<file path="config.mk">
export PLATFORM = sky130hd
export DESIGN_NAME = ext_pipe_flat
export DESIGN_NICKNAME = d
export VERILOG_FILES = /design/src/rtl/ext_pipe_if.sv /design/src/rtl/ext_pipe.sv /design/src/flat_wrapper.sv
export SDC_FILE = /design/constraint.sdc
export NUM_CORES = 1
export LEC_CHECK = 0
export BUFFER_PORTS_ARGS = -buffer_cell sky130_fd_sc_hd__buf_2
export CAP_MARGIN = 10
export CORE_MARGIN = 2
export CORE_UTILIZATION = 50
export CTS_CLUSTER_DIAMETER = 150
export DETAILED_ROUTE_END_ITERATION = 10
export HOLD_SLACK_MARGIN = 0.02
export PLACE_DENSITY = 0.75
export SETUP_SLACK_MARGIN = 0.4
export SYNTH_ARGS = -nofsm -noshare
export SYNTH_HDL_FRONTEND = slang
export SYNTH_SLANG_ARGS = --single-unit
export TNS_END_PERCENT = 100
</file>
<file path="constraint.sdc">
create_clock -name clk -period 2.5 [get_ports clk]
set_clock_uncertainty 0.2 [all_clocks]
set_input_delay 0 -clock clk [delete_from_list [all_inputs] [get_ports clk]]
set_output_delay 0 -clock clk [all_outputs]
set_load 0.02 [all_outputs]
</file>
<file path="src/rtl/ext_pipe_if.sv">
// ext_pipe_if: handshake bundle for the pipelined immediate extender.
//
// Signals:
//   in_valid / in_ready   producer offers in_imm + in_op; transfer when both high
//   in_imm  [IN_W-1:0]    raw immediate from decode
//   in_op   [2:0]         extension mode
//   out_valid / out_ready extended result handshake towards the operand mux
//   out_data [OUT_W-1:0]  head of the result buffer
//   err                   sticky flag: a reserved mode was accepted
//
// Modports:
//   master  the decode/consumer side that drives the inputs
//   slave   the extender itself
interface ext_pipe_if #(
    parameter int IN_W  = 16,
    parameter int OUT_W = 32
);
    logic             in_valid;
    logic             in_ready;
    logic [IN_W-1:0]  in_imm;
    logic [2:0]       in_op;
    logic             out_valid;
    logic             out_ready;
    logic [OUT_W-1:0] out_data;
    logic             err;

    modport master (
        output in_valid, in_imm, in_op, out_ready,
        input  in_ready, out_valid, out_data, err
    );

    modport slave (
        input  in_valid, in_imm, in_op, out_ready,
        output in_ready, out_valid, out_data, err
    );
endinterface

</file>
<file path="src/rtl/ext_pipe.sv">
// ext_pipe: pipelined immediate-extension unit.
//
// The immediate is extended combinationally at the input according to in_op,
// and only the extended result is written into a 2-entry FIFO. The FIFO head
// drives out_data, so a result accepted in one cycle is visible the next.
//
// Ports:
//   clk     rising-edge clock
//   reset   synchronous active-high reset, highest priority
//   flush   synchronous clear of all buffered results (err is kept)
//   bus     ext_pipe_if.slave handshake bundle (see ext_pipe_if.sv)
//
// Modes: 0 zero-ext, 1 sign-ext, 2 load-upper, 3 sign-ext << 2,
//        4 sign-ext low byte, 5 zero-ext low byte, 6/7 reserved (0, sets err).
module ext_pipe #(
    parameter int IN_W  = 16,
    parameter int OUT_W = 32
) (
    input  logic          clk,
    input  logic          reset,
    input  logic          flush,
    ext_pipe_if.slave     bus
);

    logic [OUT_W-1:0] mem [2];
    logic             rd_ptr;
    logic             wr_ptr;
    logic [1:0]       count;
    logic             err_q;

    logic [OUT_W-1:0] sext;
    logic [OUT_W-1:0] ext_result;
    logic             reserved_op;
    logic             accept;
    logic             pop;

    // Extension datapath. Everything is derived from the input bus so the
    // stored entry is already the final operand; op itself never needs to be
    // kept. Mode 3 keeps the low OUT_W bits of the shifted sign-extension,
    // which is the usual branch-offset scaling.
    always_comb begin
        sext        = {{(OUT_W-IN_W){bus.in_imm[IN_W-1]}}, bus.in_imm};
        ext_result  = '0;
        reserved_op = 1'b0;
        case (bus.in_op)
            3'd0:    ext_result = {{(OUT_W-IN_W){1'b0}}, bus.in_imm};
            3'd1:    ext_result = sext;
            3'd2:    ext_result = {bus.in_imm, {(OUT_W-IN_W){1'b0}}};
            3'd3:    ext_result = {sext[OUT_W-3:0], 2'b00};
            3'd4:    ext_result = {{(OUT_W-8){bus.in_imm[7]}}, bus.in_imm[7:0]};
            3'd5:    ext_result = {{(OUT_W-8){1'b0}}, bus.in_imm[7:0]};
            default: begin
                ext_result  = '0;
                reserved_op = 1'b1;
            end
        endcase
    end

    // Handshake qualification. in_ready comes only from the registered count,
    // so there is no combinational path from out_ready back to in_ready; when
    // full, a same-cycle pop does not open the input until the next cycle.
    always_comb begin
        bus.in_ready  = (count != 2'd2);
        bus.out_valid = (count != 2'd0);
        bus.out_data  = (count != 2'd0) ? mem[rd_ptr] : '0;
        bus.err       = err_q;
        accept        = bus.in_valid && bus.in_ready;
        pop           = bus.out_valid && bus.out_ready;
    end

    // FIFO and sticky error state. Reset clears everything; flush empties the
    // buffer and discards any same-cycle input but deliberately leaves err
    // alone so a reserved-op event survives a pipeline flush. With one-bit
    // pointers the wrap from entry 1 back to entry 0 is the natural overflow.
    always_ff @(posedge clk) begin
        if (reset) begin
            rd_ptr <= 1'b0;
            wr_ptr <= 1'b0;
            count  <= 2'd0;
            err_q  <= 1'b0;
            mem[0] <= '0;
            mem[1] <= '0;
        end else if (flush) begin
            rd_ptr <= 1'b0;
            wr_ptr <= 1'b0;
            count  <= 2'd0;
        end else begin
            if (accept) begin
                mem[wr_ptr] <= ext_result;
                wr_ptr      <= wr_ptr + 1'b1;
                if (reserved_op) begin
                    err_q <= 1'b1;
                end
            end
            if (pop) begin
                rd_ptr <= rd_ptr + 1'b1;
            end
            case ({accept, pop})
                2'b10:   count <= count + 2'd1;
                2'b01:   count <= count - 2'd1;
                default: count <= count;
            endcase
        end
    end

endmodule

</file>
<file path="src/flat_wrapper.sv">
// flat-port wrapper written by rule: the top's interface ports become plain ports
module ext_pipe_flat 
#(
    parameter int IN_W  = 16,
    parameter int OUT_W = 32
)
  (clk, reset, flush, bus_in_valid, bus_in_imm, bus_in_op, bus_out_ready, bus_in_ready, bus_out_valid, bus_out_data, bus_err);
  ext_pipe_if #(.IN_W(IN_W), .OUT_W(OUT_W)) bus_i ();
  input  logic clk;
  input  logic reset;
  input  logic flush;
  input wire logic [$bits(bus_i.in_valid)-1:0] bus_in_valid;
  input wire logic [$bits(bus_i.in_imm)-1:0] bus_in_imm;
  input wire logic [$bits(bus_i.in_op)-1:0] bus_in_op;
  input wire logic [$bits(bus_i.out_ready)-1:0] bus_out_ready;
  output wire logic [$bits(bus_i.in_ready)-1:0] bus_in_ready;
  output wire logic [$bits(bus_i.out_valid)-1:0] bus_out_valid;
  output wire logic [$bits(bus_i.out_data)-1:0] bus_out_data;
  output wire logic [$bits(bus_i.err)-1:0] bus_err;
  assign bus_i.in_valid = bus_in_valid;
  assign bus_i.in_imm = bus_in_imm;
  assign bus_i.in_op = bus_in_op;
  assign bus_i.out_ready = bus_out_ready;
  assign bus_in_ready = bus_i.in_ready;
  assign bus_out_valid = bus_i.out_valid;
  assign bus_out_data = bus_i.out_data;
  assign bus_err = bus_i.err;
  ext_pipe #(.IN_W(IN_W), .OUT_W(OUT_W)) u_core (.clk(clk), .reset(reset), .flush(flush), .bus(bus_i));
endmodule
</file>
## Word level (Yosys, flattened, before mapping)

Memories as Yosys holds them, arrays and structs flattened. A register that Yosys moved wholly into a read port is not among the register bits.
Cells that the tools add are included.

| storage, ports and cells | value |
|---|---|
| logic and storage cells | 42 |
| memory bits (writable) | 64 |
| input bits | 24 |
| memories kept | 1 |
| register bits after elaboration | 5 |
| output and inout port bits | 35 |

Memories:

| name | words | bits a word | read ports | clocked after memory_dff | write ports | line | RTL |
|---|---|---|---|---|---|---|---|
| u_core.mem | 2 | 32 | 1 | 1 | 2 | ext_pipe.sv:25 | `logic [OUT_W-1:0] mem [2];` |

| operators by class | value |
|---|---|
| mux-type cells | 14 |
| bitwise gates (word level) | 2 |
| equality and inequality tests | 8 |
| reductions and logical operators | 9 |
| $add $sub $neg | 4 |

Operators by type and width:

| cell | number |
|---|---|
| 32-bit one-hot mux with 6 select lines | 1 |
| 32-bit two-way mux | 2 |
| 32-bit OR reduction | 1 |
| 1-bit two-way mux | 10 |
| 3-bit by 2-bit == test with 1-bit output (second input constant) | 2 |
| 3-bit == test (second input constant) | 2 |
| 6-bit OR reduction | 1 |
| 2-bit one-hot mux with 2 select lines | 1 |
| 2-bit nonzero test | 2 |
| 3-bit by 1-bit == test with 1-bit output (second input constant) | 1 |
| 3-bit logical NOT | 1 |
| 3-bit AND reduction | 1 |
| 1-bit adder (second input constant) | 2 |
| 2-bit by 1-bit adder with 2-bit output (second input constant) | 1 |
| 2-bit by 1-bit == test with 1-bit output (second input constant) | 1 |
| 2-bit == test (second input constant) | 1 |
| 1-bit logical AND | 2 |
| 2-bit != test (second input constant) | 1 |
| 1-bit NOT | 2 |
| 2-bit OR reduction | 1 |
| 2-bit by 1-bit subtractor with 2-bit output (second input constant) | 1 |

## Depth between registers and ports, before layout

Gate-level depths: netlist (run 1).

| logic depth | value |
|---|---|
| depth after elaboration | 8 |
| mapped depth | 7 |
| mapped depth without buffers | 7 |

## Worst setup path before layout (run 1)

Ideal clock, no wire load.

| timing path | value |
|---|---|
| kind | register -> register |
| start | reg u_core.count[0] |
| end | mem u_core.mem[0][0], enable pin |
| arrival time | 1.844 ns |
| stages on the path, launching flop included | 5 |
| setup time | 0.394 ns |
| buffers on the path | 1 |
| required time | 1.906 ns |
| setup slack | 0.062 ns |
| clock period less this slack | 2.438 ns |
| cell sequence | dfxtp_1 > nor2b_1 > or4_4 > buf_6 > nand2b_1 |

RTL lines:

| element | line | RTL |
|---|---|---|
| start: declaration | ext_pipe.sv:28 | `logic [1:0] count;` |
| start signal: assignment | ext_pipe.sv:99 | `2'b10: count <= count + 2'd1;` |
| start signal: assignment | ext_pipe.sv:100 | `2'b01: count <= count - 2'd1;` |
| start signal: assignment | ext_pipe.sv:101 | `default: count <= count;` |
| end: declaration | ext_pipe.sv:25 |  |

==> results.py, run 1 <==
metrics = {
    "outcome": {
        "status": "finished, final reports clean",
    },
    "floorplan": {
        "rows": 30,
        "die_y_um": 86.40,
        "io_pins": 59,
        "die-area_um2": 7464,
        "start_util": 0.5081,
        "die_w_um": 86.40,
        "coreArea_um2": 6681,
    },
    "cells_and_area": {
        "layout_commonest_cell": "nor2_1",
        "fin_cells": 463,
        "mostFrequentLayoutCells": "nor2_1, edfxtp_1, buf_2, mux2i_1, dlygate4sd3_1",
        "num_antenna_cells": 0,
        "synthToLayoutAreaGrowth_pct": 23.63,
        "fin_nets": 403,
        "layout-drive-gt1-share": 0.2272,
    },
    "synth": {
        "synthesis.area_um2": 3395,
        "yosysUniqueCellTypes": 29,
        "synth_fp_nets": 328,
        "syn_inst": 303,
        "ys_seq_area_frac": 0.6015,
        "ys_seq_elements": 70,
        "yosys_warnings": 0,
        "synth.avg_cell_area_um2": 11.20,
    },
    "sta": {
        "setup-violations-final": 0,
        "max_freq_ghz": 0.5020,
        "post-route-min-period_ps": 1992,
        "hold_viol": 0,
        "worstMarginPinSlew_ps": 653.1,
        "relSlewSlack": 0.5640,
        "finalCritPeriodShare": 0.7969,
        "rsz0062_at_grt": "no",
        "report.final.slew_viol_count": 0,
        "tns_ps": 0,
    },
    "detailed_routing": {
        "wl_mm": 7.381,
        "ant_nets": 0,
        "vias": 2577,
        "firstDrtPassIters": 6,
        "drc": 0,
        "initialDrtViolationCount": 167,
        "via_per_inst": 5.566,
        "drt-wirelength-per-cell_um": 15.94,
    },
    "power": {
        "power_leakage_nw": 1.593,
        "powerDensity_nw_per_um2": 622.7,
        "ir_drop_v": 0.0003466,
    },
    "global_routing": {
        "gr-total-overflow": 0,
        "grt_max_degree": 33,
        "grt_pass1_wl_mm": 11.87,
        "grt_pass1_vias": 2552,
        "antenna_found_initial": 0,
        "track_usage": 0.2068,
    },
    "critical_path": {
        "slowest_delay_ps": 670,
        "end_kind": "flip-flop",
        "crit_type": "input pin to flip-flop",
        "critPathSlowestCell": "nor4bb_4",
        "crit_chain": "dlygate4sd3_1 > buf_2 > nor4bb_4 > buf_4 > a211oi_1 > nor2_1",
        "cp.arrival_ps": 1970,
        "critPathMaxFanout": 14,
        "cp-start-kind": "input pin",
        "crit_required_ps": 2470,
    },
    "clock_network": {
        "root_buffer": "clkbuf_8",
        "cts_setup_buffers": 0,
        "clock_sinks": 70,
        "clk_path_buf_depth": 2,
        "clkTransAtPathRegs_ps": 70,
        "numCtsBuffers": 9,
        "htree_levels": 3,
        "clock_latency_ps": 330,
        "cts_tree": "yes",
    },
    "placement": {
        "io_buffers": 58,
        "routabilityCongestion": 0.7995,
        "dp_cells": 425,
        "hpwlAfterDp_mm": 4.773,
    },
    "min_path": {
        "hold_path.class": "input pin to flip-flop",
    },
    "flow_run": {
        "drv_cap": 0,
    },
}
==> state kept, by name, summed over array words and instances (netlist names), named ones only <==
signal	flops
u_core.wr_ptr	1
u_core.rd_ptr	1
u_core.mem	64
u_core.bus.err	1
u_core.count	2
==> critical path: cells and delay by family <==
family | cells | cell delay [ps]
simple gates | 2 | 820
compound gates | 1 | 80
buf+inv | 3 | 1050
==> kinds of logic (layout without fill, tap and decap cells) <==
logic type / after synthesis / count (layout) / synth area share
DFF: 70 / 70 / 0.6015
AOI/OAI and AO/OA: 36 / 36 / 0.07593
muxes: 33 / 33 / 0.09768
and+or+nand+nor: 130 / 130 / 0.1684
xor gates and xnor gates: 3 / 3 / 0.007742
buffers and inverters: 30 / 110 / 0.04497
adders and majority gates: 1 / 1 / 0.003685
==> cell type report <==
class | instances | area, µm²
Inverter | 5 | 18.77
Clock buffer | 10 | 127.6
Multi-Input combinational cell | 203 | 1227
Tap cell | 80 | 100.1
Fill cell | 542 | 2485
Sequential cell | 70 | 2043
Clock inverter | 6 | 76.32
Timing Repair Buffer | 89 | 603.1
==> synthesized netlist by cell type <==
cell | n | share of area
or2_2 | 1 | 0.0018
a31oi_1 | 8 | 0.015
buf_1 | 1 | 0.0011
nor3b_1 | 2 | 0.0044
or2_1 | 1 | 0.0018
inv_1 | 5 | 0.0055
dfxtp_1 | 6 | 0.035
nand4_1 | 1 | 0.0018
edfxtp_1 | 64 | 0.57
mux2_2 | 1 | 0.0033
ha_1 | 1 | 0.0037
xnor2_1 | 1 | 0.0026
xor2_1 | 2 | 0.0052
and3b_1 | 3 | 0.0077
nor2_1 | 103 | 0.11
o21ai_0 | 3 | 0.0044
a21oi_1 | 2 | 0.0029
clkbuf_1 | 12 | 0.013
or3_1 | 2 | 0.0037
buf_2 | 8 | 0.012
nor4bb_1 | 1 | 0.0029
a221oi_1 | 8 | 0.021
mux2i_1 | 32 | 0.094
nand2_1 | 1 | 0.0011
a211oi_1 | 15 | 0.033
nand2b_1 | 4 | 0.0074
or4_4 | 1 | 0.0033
buf_6 | 4 | 0.013
nor2b_1 | 10 | 0.018
==> per-layer routing <==
metal  track usage  wire length [µm]
met1        0.2584              2976
met2        0.3371              3671
met3       0.03714               530
met4        0.1222               202
met5             0                 0
==> power by group <==
group / total, mW / internal (mW) / switching (mW)
registers: 1.35 / 1.33 / 0.0193
clock network: 0.946 / 0.551 / 0.395
logic: 0.317 / 0.126 / 0.192
==> path summary, 6_finish.rpt <==
check             startpoint  slack [ps]  cells after the start           endpoint
max             bus_in_op[2]         510                      6  u_core.mem[1][26]
min reg2reg    u_core.wr_ptr         320                      2      u_core.wr_ptr
max reg2reg  u_core.count[0]         530                      4   u_core.mem[0][0]
min                    reset          10                      2  u_core.mem[0][31]
==> per-stage QoR <==
stage / total power [mW] / instance area [µm²] / utilization / worst slack, ps / hold WS [ps]
2_1_floorplan: 1.561 / 3400 / - / 420.7 / -127.6
3_3_place_gp: 1.657 / 3767 / 0.5639 / 469.8 / 8.192
3_5_place_dp: 1.664 / 3767 / 0.5639 / 419.5 / 19.36
4_1_cts: 2.621 / 4192 / 0.6273 / 414.1 / 50.71
5_1_grt: 2.701 / 4197 / 0.6281 / 435.5 / 29.59
6_report: 2.613 / 4197 / 0.6281 / 507.9 / 14.06
==> repair_timing <==
item / 4_1_cts / 5_1_grt
resized for setup: 0 / 1
hold buffers: 22 / 0
setup endpoints to repair: 0 / 20
hold endpoints to repair: 69 / 0
(Power assumes the default switching activity.)
==> inputs of run 2 (changes only) <==
Clock period 2.5 ns to 1.8 ns, I/O delays scaled along.
==> run 2 against run 1 <==
Net effect: the run now ends with negative hold slack, negative setup slack left; clock power grew 81%; clock-buffer cell count unchanged; global-route usage increased by 7.6 points; first-iteration DRC count up 120%.
==> results.py, run 2 (same netlist as run 1, synthesis figures left out) <==
metrics = {
    "outcome": {
        "status": "complete, but fails checks",
        "violations": "negative hold slack, negative setup slack",
    },
    "global_routing": {
        "grt_pass1_vias": 2860,
        "grt_max_degree": 33,
        "grt_pass1_wl_mm": 15.51,
        "track_usage": 0.2829,
        "gr-total-overflow": 0,
        "antenna_found_initial": 0,
    },
    "floorplan": {
        "start_util": 0.5081,
        "io_pins": 59,
        "die_y_um": 86.40,
        "die-area_um2": 7464,
        "coreArea_um2": 6681,
        "die_w_um": 86.40,
        "rows": 30,
    },
    "critical_path": {
        "crit_start": "u_core.count[1]",
        "r2r_end": "u_core.mem[1][0]",
        "rrSetupSlack_ps": -20,
        "crit_required_ps": 1670,
        "end_kind": "flip-flop",
        "cp.arrival_ps": 1690,
        "reg2reg_depth": 5,
        "crit_type": "flip-flop to flip-flop",
        "critPathMaxFanout": 7,
        "cp-start-kind": "flip-flop",
        "r2r_start": "u_core.count[1]",
    },
    "cells_and_area": {
        "fin_cells": 502,
        "layout-drive-gt1-share": 0.5190,
        "largest_registers": "u_core.mem (64), u_core.count (2)",
        "final_util": 0.8648,
        "num_antenna_cells": 0,
        "top_register": "u_core.mem",
        "largest_reg_flops": 64,
        "layout_commonest_cell": "edfxtp_1",
        "fin_nets": 442,
        "synthToLayoutAreaGrowth_pct": 70.22,
        "mostFrequentLayoutCells": "edfxtp_1, nor2_1, nor2_4, buf_6, buf_2",
    },
    "placement": {
        "hpwlAfterDp_mm": 5.176,
        "routabilityCongestion": 0.8304,
        "io_buffers": 58,
        "dp_cells": 435,
    },
    "sta": {
        "tns_ps": -129.6,
        "finalCritPeriodShare": 1.011,
        "max_freq_ghz": 0.5498,
        "rsz0062_at_grt": "yes",
        "fin_hold_ws_ps": -71.33,
        "report.final.slew_viol_count": 0,
        "relSlewSlack": 0.3287,
        "fin_ws_ps": -18.95,
        "post-route-min-period_ps": 1819,
        "hold_viol": 4,
        "worstMarginPinSlew_ps": 1005,
        "setup-violations-final": 15,
    },
    "clock_network": {
        "root_buffer": "clkbuf_8",
        "htree_levels": 3,
        "numCtsBuffers": 9,
        "clkTransAtPathRegs_ps": 60,
        "clock_sinks": 70,
        "cts_hold_repair.buffers": 21,
        "cts_tree": "yes",
        "clock_latency_ps": 360,
        "clk_path_buf_depth": 2,
    },
    "detailed_routing": {
        "via_per_inst": 6.369,
        "drt-wirelength-per-cell_um": 25.47,
        "firstDrtPassIters": 5,
        "drc": 0,
        "ant_nets": 0,
        "vias": 3197,
        "initialDrtViolationCount": 371,
        "wl_mm": 12.79,
    },
    "min_path": {
        "hp-start": "bus_out_ready",
        "hold_depth": 5,
        "hold_path.class": "input pin to flip-flop",
    },
    "power": {
        "ir_drop_v": 0.0007149,
        "powerDensity_nw_per_um2": 768.9,
        "power_leakage_nw": 2.061,
        "power.total_mw": 4.443,
    },
    "flow_run": {
        "drv_cap": 0,
    },
}
==> run 2: changes by cell type in the layout (fill, tap and decap cells not counted), moves of 7 or more <==
cell     delta
buf_2      -33
buf_6      +33
mux2i_2     +7
nor2_4     +47
mux2i_1    -24
mux2i_4    +17
buf_4      +16
buf_12     +11
nor2_1     -53
==> run 2: through the flow <==
| step | hold WS [ps] | area (µm²) | setup slack [ps] |
|---|---|---|---|
| 5_1_grt | -39.51 | 5778 | -51.09 |
| 3_5_place_dp | 28.43 | 3910 | -229.4 |
| 6_report | -71.33 | 5778 | -18.95 |
| 3_3_place_gp | 23.89 | 3905 | -332.5 |
| 4_1_cts | -66.22 | 4742 | 41.93 |
| 2_1_floorplan | -127.6 | 3443 | -51.46 |
==> run 2: timing repair <==
item / 4_1_cts / 5_1_grt
hold endpoints to repair: 70 / 4
setup endpoints to repair: 163 / 164
gates cloned: 6 / 7
buffers inserted: 12 / 5
pin swaps: 2 / 39
resized for setup: 19 / 223
==> run 2: routing by layer <==
layer  GRT usage  share of wire  routed length, µm  up-vias
met5           0              0                  0        -
met4      0.1761          0.056                712        0
met3     0.06571          0.086               1097       77
met2      0.4357           0.48               6099      267
met1      0.3627           0.38               4879     1529
li1            -              -                  -     1324
==> run 2: how the worst max path moves through the flow <==
stage,cells past startpoint,slack (ps),to
global route,5,-50,bus_out_data[30]
CTS,5,40,u_core.mem[0][28]
finish,5,-20,u_core.mem[1][0]
detailed placement,5,-230,u_core.mem[1][25]
global placement,5,-330,u_core.mem[0][18]
floorplan,4,-50,u_core.mem[0][0]
==> run 2: layout make-up <==
cell class                 count  area [µm²]
clock buffer                  10       127.6
clock inverter                 6       133.9
sequential                    70        2053
inverter                       5       18.77
tap                           80       100.1
fill                         274       903.4
multi-input combinational    204        1912
timing repair buffer         127        1433
==> run 2: report_power, final <==
part / internal (mW) / switching (mW) / leakage, nW
clock: 1.06 / 0.651 / 0.130
sequential: 1.85 / 0.0548 / 0.716
combinational: 0.379 / 0.447 / 1.22
total: 3.29 / 1.15 / 2.06
==> run 2: critical path, stage by stage, from the launching register on <==
cell	delay [ps]
dfxtp_4	360
nor2b_4	140
inv_2	70
nand4_1	270
nand2b_4	300
clkbuf_16	200
